`src/rtl/chunked_adder_pkg.sv`:
```
// Shared types for the chunked multi-cycle adder.
// Holds the FSM state enum and the WIDTH/CHUNK legality check.
package adder_pkg;

  typedef enum logic [1:0] {
    IDLE,
    RUN,
    DONE
  } state_e;

  function automatic bit width_ok(int width, int chunk);
    return (chunk > 0) && (width >= chunk) &&
           ((width % chunk) == 0);
  endfunction

endpackage

```
`src/rtl/chunked_adder_if.sv`:
```
// Valid/ready operand and result bundle for chunked_adder.
// master = producer/consumer side, slave = the adder.
// Define CHUNKED_ADDER_SUB_EN to add the sub select.
interface chunked_adder_if #(
  parameter int WIDTH = 32
);
  logic             in_valid;
  logic             in_ready;
  logic [WIDTH-1:0] a;
  logic [WIDTH-1:0] b;
  logic             cin;
`ifdef CHUNKED_ADDER_SUB_EN
  logic             sub;
`endif
  logic             out_valid;
  logic             out_ready;
  logic [WIDTH-1:0] sum;
  logic             carryout;
  logic             overflow;

  modport master (
`ifdef CHUNKED_ADDER_SUB_EN
    output sub,
`endif
    output in_valid, a, b, cin, out_ready,
    input  in_ready, out_valid, sum,
    input  carryout, overflow
  );

  modport slave (
`ifdef CHUNKED_ADDER_SUB_EN
    input  sub,
`endif
    input  in_valid, a, b, cin, out_ready,
    output in_ready, out_valid, sum,
    output carryout, overflow
  );

endinterface

```
`src/rtl/chunk_adder.sv`:
```
// Combinational CHUNK-bit ripple adder slice.
// Ports: a, b, ci in; s, co, cm (carry into MSB) out.
module chunk_adder #(
  parameter int CHUNK = 8
) (
  input  logic [CHUNK-1:0] a,
  input  logic [CHUNK-1:0] b,
  input  logic             ci,
  output logic [CHUNK-1:0] s,
  output logic             co,
  output logic             cm
);

  logic [CHUNK:0] c;

  always_comb begin
    c    = '0;
    s    = '0;
    c[0] = ci;
    for (int i = 0; i < CHUNK; i++) begin
      s[i]   = a[i] ^ b[i] ^ c[i];
      c[i+1] = (a[i] & b[i]) |
               (c[i] & (a[i] ^ b[i]));
    end
  end

  assign co = c[CHUNK];
  assign cm = c[CHUNK-1];

endmodule

```
`src/rtl/chunked_adder.sv`:
```
// Multi-cycle adder: CHUNK bits per clock, carry held in a flop.
// Ports: clk, rst_n (async low), bus (chunked_adder_if.slave).
// Define CHUNKED_ADDER_SUB_EN to enable a-b via bus.sub.
module chunked_adder
  import adder_pkg::*;
#(
  parameter int WIDTH = 32,
  parameter int CHUNK = 8
) (
  input  logic            clk,
  input  logic            rst_n,
  chunked_adder_if.slave  bus
);

  localparam int NCHUNK = WIDTH / CHUNK;
  localparam int KW = (NCHUNK > 1) ? $clog2(NCHUNK) : 1;
  localparam logic [KW-1:0] KLAST = KW'(NCHUNK - 1);

  if (!width_ok(WIDTH, CHUNK)) begin : g_bad_width
    $error("chunked_adder: WIDTH must be a multiple of CHUNK");
  end

  state_e           state_q;
  state_e           state_d;
  logic [KW-1:0]    k_q;
  logic [WIDTH-1:0] a_q;
  logic [WIDTH-1:0] b_q;
  logic [WIDTH-1:0] sum_q;
  logic             cy_q;
  logic             co_q;
  logic             ov_q;

  logic [CHUNK-1:0] ca;
  logic [CHUNK-1:0] cb;
  logic [CHUNK-1:0] cs;
  logic             cc;
  logic             cm;
  logic             acc;
  logic             last;

  assign acc  = (state_q == IDLE) && bus.in_valid;
  assign last = (k_q == KLAST);

  always_ff @(posedge clk or negedge rst_n) begin
    if (!rst_n) state_q <= IDLE;
    else        state_q <= state_d;
  end

  always_comb begin
    state_d = state_q;
    unique case (state_q)
      IDLE:    if (bus.in_valid)  state_d = RUN;
      RUN:     if (last)          state_d = DONE;
      DONE:    if (bus.out_ready) state_d = IDLE;
      default:                    state_d = IDLE;
    endcase
  end

  // one adder slice, fed by the chunk selected by k
  always_comb begin
    ca = '0;
    cb = '0;
    for (int i = 0; i < NCHUNK; i++) begin
      if (k_q == KW'(i)) begin
        ca = a_q[i*CHUNK +: CHUNK];
        cb = b_q[i*CHUNK +: CHUNK];
      end
    end
  end

  chunk_adder #(
    .CHUNK (CHUNK)
  ) u_chunk (
    .a  (ca),
    .b  (cb),
    .ci (cy_q),
    .s  (cs),
    .co (cc),
    .cm (cm)
  );

  always_ff @(posedge clk or negedge rst_n) begin
    if (!rst_n) begin
      k_q   <= '0;
      a_q   <= '0;
      b_q   <= '0;
      sum_q <= '0;
      cy_q  <= 1'b0;
      co_q  <= 1'b0;
      ov_q  <= 1'b0;
    end else if (acc) begin
      a_q <= bus.a;
      k_q <= '0;
`ifdef CHUNKED_ADDER_SUB_EN
      // a-b == a + ~b + 1
      b_q  <= bus.sub ? ~bus.b : bus.b;
      cy_q <= bus.sub | bus.cin;
`else
      b_q  <= bus.b;
      cy_q <= bus.cin;
`endif
    end else if (state_q == RUN) begin
      for (int i = 0; i < NCHUNK; i++) begin
        if (k_q == KW'(i))
          sum_q[i*CHUNK +: CHUNK] <= cs;
      end
      cy_q <= cc;
      k_q  <= k_q + KW'(1);
      if (last) begin
        co_q <= cc;
        ov_q <= cm ^ cc;
      end
    end
  end

  assign bus.in_ready  = (state_q == IDLE);
  assign bus.out_valid = (state_q == DONE);
  assign bus.sum       = sum_q;
  assign bus.carryout  = co_q;
  assign bus.overflow  = ov_q;

endmodule

```
`src/flat_wrapper.sv`:
```
// flat-port wrapper written by rule: the top's interface ports become plain ports
module chunked_adder_flat import adder_pkg::*;
#(
  parameter int WIDTH = 32,
  parameter int CHUNK = 8
)
  (clk, rst_n, bus_in_valid, bus_a, bus_b, bus_cin, bus_out_ready, bus_in_ready, bus_out_valid, bus_sum, bus_carryout, bus_overflow);
  chunked_adder_if #(.WIDTH(WIDTH)) bus_i ();
  input  logic clk;
  input  logic rst_n;
  input wire logic [$bits(bus_i.in_valid)-1:0] bus_in_valid;
  input wire logic [$bits(bus_i.a)-1:0] bus_a;
  input wire logic [$bits(bus_i.b)-1:0] bus_b;
  input wire logic [$bits(bus_i.cin)-1:0] bus_cin;
  input wire logic [$bits(bus_i.out_ready)-1:0] bus_out_ready;
  output wire logic [$bits(bus_i.in_ready)-1:0] bus_in_ready;
  output wire logic [$bits(bus_i.out_valid)-1:0] bus_out_valid;
  output wire logic [$bits(bus_i.sum)-1:0] bus_sum;
  output wire logic [$bits(bus_i.carryout)-1:0] bus_carryout;
  output wire logic [$bits(bus_i.overflow)-1:0] bus_overflow;
  assign bus_i.in_valid = bus_in_valid;
  assign bus_i.a = bus_a;
  assign bus_i.b = bus_b;
  assign bus_i.cin = bus_cin;
  assign bus_i.out_ready = bus_out_ready;
  assign bus_in_ready = bus_i.in_ready;
  assign bus_out_valid = bus_i.out_valid;
  assign bus_sum = bus_i.sum;
  assign bus_carryout = bus_i.carryout;
  assign bus_overflow = bus_i.overflow;
  chunked_adder #(.WIDTH(WIDTH), .CHUNK(CHUNK)) u_core (.clk(clk), .rst_n(rst_n), .bus(bus_i));
endmodule
```
`config.mk`:
```
export PLATFORM = sky130hd
export DESIGN_NAME = chunked_adder_flat
export DESIGN_NICKNAME = d
export VERILOG_FILES = /design/src/rtl/chunked_adder_pkg.sv /design/src/rtl/chunked_adder_if.sv /design/src/rtl/chunk_adder.sv /design/src/rtl/chunked_adder.sv /design/src/flat_wrapper.sv
export SDC_FILE = /design/constraint.sdc
export NUM_CORES = 1
export LEC_CHECK = 0
export CAP_MARGIN = 20
export CORE_MARGIN = 4
export CORE_UTILIZATION = 63
export DETAILED_ROUTE_END_ITERATION = 8
export DONT_BUFFER_PORTS = 1
export PLACE_DENSITY = 0.76
export SLEW_MARGIN = 20
export SYNTH_ARGS = -nofsm -noshare
export SYNTH_HDL_FRONTEND = slang
export SYNTH_SLANG_ARGS = --single-unit
```
`constraint.sdc`:
```
create_clock -name clk -period 6.7 [get_ports clk]
set_input_delay 1.675 -clock clk [delete_from_list [all_inputs] [get_ports clk]]
set_output_delay 1.675 -clock clk [all_outputs]
set_load 0.005 [all_outputs]
```
==> results.toml, run 1 <==
[outcome]
status = "finished, final reports clean"

[placement]
finalWeightedCongestion = 0.840
portBuffers = 0
place_hpwl_um = 7110

[clock_network]
cts_sinks = 103
cts-root-buf = "clkbuf_8"
clk_path_buf_depth = 2
clk_latency_ps = 360
cts_setup_buffers = 0
ctsHoldBuffers = 0
cts_buffers = 9
cts_resized = 0
h-tree-depth = 3
cts_tree = "yes"
clk_pin_slew_worst_paths_ps = 100

[critical_path]
slowest_stage = "ha_1"
end_kind = "flip-flop"
max_stage_delay_ps = 590
cp_max_fo = 17
crit_path_frequent_cell = "fa_1"
required_ps = 6950
cp.arrival_ps = 5530
crit_buf_inv = 4
start_kind = "flip-flop"
worst-setup-path-type = "flip-flop to flip-flop"
path_delay_family = "adder cells"
crit_chain = "inv_1, ha_1, nand2_1, o211ai_1, o221ai_1, fa_1, fa_1, fa_1, fa_1, fa_1, inv_1, fa_1, inv_1, fa_1, inv_1, fa_1, mux2_2"

[final_layout]
fin_util = 0.680
finalNetCount = 429
drive_above_1_share = 0.278
n_antenna_cell = 0
area_growth_pct = 3.17

[logic_synthesis]
synth.area.top_cells = "dfrtp_1, mux2_4, nand2_1, fa_1, mux2_2"
synth_common_cells = "dfrtp_1, mux2_4, nand2_1, o21ai_0, mux2_2"
async_flop_share = 1.00
yosysWarnings = 0
synth_top_area_frac = 0.530
synth_ff_type = "dfrtp_1"
yosysTopAreaCell = "dfrtp_1"
syn_nets = 437
synth_seq_area_share = 0.530
synth_most_common_cell = "dfrtp_1"
synth_cell_types = 33
syn_area_mm2 = 0.00486
synth_edf_count = 0
ys_ff_latch = 103
syn_inst = 356
avgSynthCellArea_um2 = 13.7

[sta]
fmax_mhz = 190
finClkSkew_ps = 10.5
max_slew_margin = 0.260
hold_slack_ps = 513
finalCriticalPeriod_ps = 5280
hold_violations = 0
setup_tns_ps = 0
timing.final.crit_share = 0.788
rsz0062_at_grt = "false"
tightestPinTransition_ps = 1110
slew_violations = 0
setup_viol = 0

[global_routing]
grt_max_degree = 104
antenna_found_initial = 0
overflow = 0
track_usage = 0.221
grt_pass1_vias = 2798
grt_pass1_wl_um = 15100

[die]
initial_utilization = 0.660
placementRows = 31
dieArea_mm2 = 0.00919
io_pins = 105
core-area_mm2 = 0.00737
dieHeight_um = 95.8
die_x_um = 95.8

[min_path]
hold_class = "flip-flop to flip-flop"

[power_and_ir_drop]
pwr_density_cell_mw_per_mm2 = 626
p_leak_nw = 2.24
peakVddDrop_mv = 0.298
power_mw = 3.14

[drt]
num_vias = 2647
route.detailed.drc = 0
final_antenna_net_count = 0
viasPerCell = 5.86
drtIter0Drc = 143
wl_per_cell_um = 21.3
routed_wirelength_um = 9630
drt_first_pass_iters = 4

[job]
drv_cap = 0
## worst reg2reg max path: cells and delay by family, from the launching register on
| kind | cells | cell delay [ps] |
|---|---|---|
| flops | 1 | 430 |
| simple gates | 1 | 130 |
| compound gates | 2 | 360 |
| mux | 1 | 280 |
| buf+inv | 4 | 350 |
| fa+ha+maj | 9 | 3640 |
## power breakdown
| group | internal (mW) | total, mW | switching, mW |
|---|---|---|---|
| clock network | 0.189 | 0.407 | 0.218 |
| registers | 0.946 | 1.20 | 0.255 |
| logic | 0.770 | 1.53 | 0.758 |
## layout make-up
class	instances	area (um^2)
Sequential cell	103	2580
Fill cell	539	2350
Multi-Input combinational cell	224	2060
Clock buffer	10	138
Tap cell	99	124
Clock inverter	6	75.1
Inverter	8	30.0
Timing Repair Buffer	2	15.0
## path summary, 6_finish.rpt
path,start,endpoint,slack (ps),cells after the start
max,u_core.k_q[0],u_core.bus.sum[7],1420,17
min,u_core.bus.sum[26],u_core.bus.sum[26],510,2
max reg2reg,u_core.k_q[0],u_core.bus.sum[7],1420,17
min reg2reg,u_core.bus.sum[26],u_core.bus.sum[26],510,2
max in group asynchronous,rst_n,u_core.a_q[13],5590,0
min in group asynchronous,rst_n,u_core.state_q[1],990,0
## cells in the final DEF (no fill, tap or decap), types with 2 or more instances in the layout
| cell | n |
|---|---|
| a31oi_1 | 4 |
| dfrtp_1 | 103 |
| fa_1 | 8 |
| ha_1 | 4 |
| o22ai_1 | 3 |
| nand3b_4 | 2 |
| o221ai_1 | 12 |
| mux2_2 | 13 |
| clkbuf_8 | 10 |
| nor2_1 | 4 |
| nand3b_1 | 5 |
| nand2_1 | 56 |
| o211ai_1 | 12 |
| inv_1 | 7 |
| o21ai_0 | 29 |
| mux2_4 | 60 |
| buf_4 | 2 |
| inv_6 | 2 |
| nand2b_1 | 2 |
## sequential cells by signal (all words and copies together) (netlist names)
| name | count |
|---|---|
| u_core.state_q | 2 |
| u_core.a_q | 32 |
| u_core.b_q | 32 |
| u_core.k_q | 2 |
| u_core.bus.overflow | 1 |
| u_core.cy_q | 1 |
| u_core.bus.sum | 32 |
| u_core.bus.carryout | 1 |
## through the flow
stage	setup slack, ps	area [um^2]	cells
floorplan	1950	4860	356
global placement	1670	4800	436
detailed placement	1450	4800	436
CTS	1420	5010	452
global route	1160	5010	452
finish	1420	5010	452
## logic make-up after synthesis
group / count (synthesis) / share of synthesized area
flops: 103 / 0.530
mux: 74 / 0.218
simple gates: 74 / 0.0754
compound gates: 63 / 0.0837
buf+inv: 29 / 0.0481
fa+ha+maj: 12 / 0.0432
xor+xnor: 1 / 0.00180
## routing by layer
metal / GRT usage / vias to the layer above / wire (um)
met2: 0.336 / 106 / 4530
li1: - / 1235 / -
met1: 0.293 / 1289 / 4030
met3: 0.0766 / 17 / 887
met4: 0.0829 / 0 / 182
met5: 0 / - / 0
(Power assumes the default switching activity.)
==> run 2: changes to the inputs <==
--- a/config.mk
+++ b/config.mk
@@ -7,10 +7,10 @@
 export LEC_CHECK = 0
 export CAP_MARGIN = 20
 export CORE_MARGIN = 4
-export CORE_UTILIZATION = 63
+export CORE_UTILIZATION = 57
 export DETAILED_ROUTE_END_ITERATION = 8
 export DONT_BUFFER_PORTS = 1
-export PLACE_DENSITY = 0.76
+export PLACE_DENSITY = 0.72
 export SLEW_MARGIN = 20
 export SYNTH_ARGS = -nofsm -noshare
 export SYNTH_HDL_FRONTEND = slang
==> constraint.sdc (replaced) <==
create_clock -name clk -period 4.25 [get_ports clk]
set_input_delay 1.0625 -clock clk [delete_from_list [all_inputs] [get_ports clk]]
set_output_delay 1.0625 -clock clk [all_outputs]
set_load 0.005 [all_outputs]
==> results.toml, run 2 (synthesized netlist as in run 1, its figures left out) <==
[die]
placementRows = 33
initial_utilization = 0.589
dieArea_mm2 = 0.0101
die_x_um = 100
dieHeight_um = 100
io_pins = 105
core-area_mm2 = 0.00826

[sta]
fmax_mhz = 227
max_slew_margin = 0.455
finClkSkew_ps = 12.4
hold_violations = 0
setup_ws_ps = -160
tightestPinTransition_ps = 816
rsz0062_at_grt = "true"
finalCriticalPeriod_ps = 4410
setup_viol = 4
timing.final.crit_share = 1.04
slew_violations = 0
setup_tns_ps = -629

[drt]
drtIter0Drc = 132
drt_first_pass_iters = 4
routed_wirelength_um = 10100
wl_per_cell_um = 21.0
final_antenna_net_count = 0
viasPerCell = 5.75
num_vias = 2752
route.detailed.drc = 0

[global_routing]
busiest_layer = "met2"
use_met3 = 0.0653
overflow = 0
grt_util_met2 = 0.319
antenna_found_initial = 0
grt_pass1_vias = 2905
grt_max_degree = 104
grt_pass1_wl_um = 16100
track_usage = 0.211
met1_usage = 0.289

[critical_path]
cp_max_fo = 4
worst-setup-path-type = "flip-flop to flip-flop"
end_kind = "flip-flop"
cp.arrival_ps = 4660
start_kind = "flip-flop"
required_ps = 4490

[final_layout]
layout_common_cells = "dfrtp_1, mux2_4, nand2_1"
drive_above_1_share = 0.369
nFillCells = 631
multi_input_comb_area_mm2 = 0.00213
finalNetCount = 450
n_antenna_cell = 0
area_growth_pct = 8.67
regArea_mm2 = 0.00258
final_common_cell = "dfrtp_1"
fin_util = 0.640

[clock_network]
h-tree-depth = 3
clk_path_buf_depth = 2
cts-root-buf = "clkbuf_8"
clk_latency_ps = 360
cts_sinks = 103
cts_buffers = 9
ctsHoldBuffers = 0
cts_tree = "yes"
clk_pin_slew_worst_paths_ps = 100

[placement]
portBuffers = 0
finalWeightedCongestion = 0.852
place_hpwl_um = 7510

[power_and_ir_drop]
pwr_density_cell_mw_per_mm2 = 1010
peakVddDrop_mv = 0.491
p_leak_nw = 2.34

[min_path]
hold_class = "input pin to async pin"

[outcome]
status = "finished with violations"
violations = "setup timing"

[job]
drv_cap = 0
run 2: routing by layer:
| layer | up-vias | wire, um |
|---|---|---|
| li1 | 1281 | - |
| met1 | 1360 | 4380 |
| met2 | 94 | 4730 |
| met3 | 17 | 752 |
| met4 | 0 | 207 |
| met5 | - | 0 |
run 2: path summary, 6_finish.rpt:
kind                              startpoint                 end  slack (ps)  depth (start not counted)
max                            u_core.k_q[0]  u_core.bus.sum[15]        -160                         17
min                                    rst_n   u_core.bus.sum[2]         380                          0
max reg2reg                    u_core.k_q[0]  u_core.bus.sum[15]        -160                         17
min reg2reg                u_core.bus.sum[3]   u_core.bus.sum[3]         520                          2
max in group asynchronous              rst_n       u_core.b_q[5]        3740                          0
min in group clk           u_core.bus.sum[3]   u_core.bus.sum[3]         520                          2
run 2: metrics by stage:
stage	power [mW]	hold slack (ps)	setup WS, ps	cells	cell area, um^2
floorplan	3.81	471	-162	356	4890
global placement	4.48	492	-166	460	4990
detailed placement	4.62	496	-283	460	4990
CTS	5.31	366	-124	477	5240
global route	5.77	359	-297	479	5280
finish	5.35	384	-160	479	5280
run 2: area by class of cell:
cell class	instances	share of cell area
Clock buffer	10	0.0261
Clock inverter	6	0.0133
Inverter	8	0.00568
Multi-Input combinational cell	224	0.403
Sequential cell	103	0.488
Tap cell	105	0.0249
Timing Repair Buffer	23	0.0388
run 2: what timing repair did:
item / CTS / global route
setup endpoints to repair: 4 / 6
resized for setup: 8 / 9
buffers inserted: 1 / 2
pin swaps: 3 / 2
run 2: where the power goes:
| part | switching, mW | total (mW) | internal (mW) |
|---|---|---|---|
| Combinational | 1.34 | 2.85 | 1.51 |
| Clock | 0.334 | 0.624 | 0.290 |
| Sequential | 0.383 | 1.88 | 1.49 |
run 2: critical path: stages, from the launching register on:
cell and delay, ps:
dfrtp_1 410, inv_2 130, ha_4 170, nand2_1 50
o211ai_1 210, o221ai_2 150, fa_2 370, fa_2 350
fa_2 350, fa_2 340, fa_2 340, inv_2 60
fa_2 190, inv_2 40, fa_2 340, inv_2 70
fa_2 450, mux2_4 280
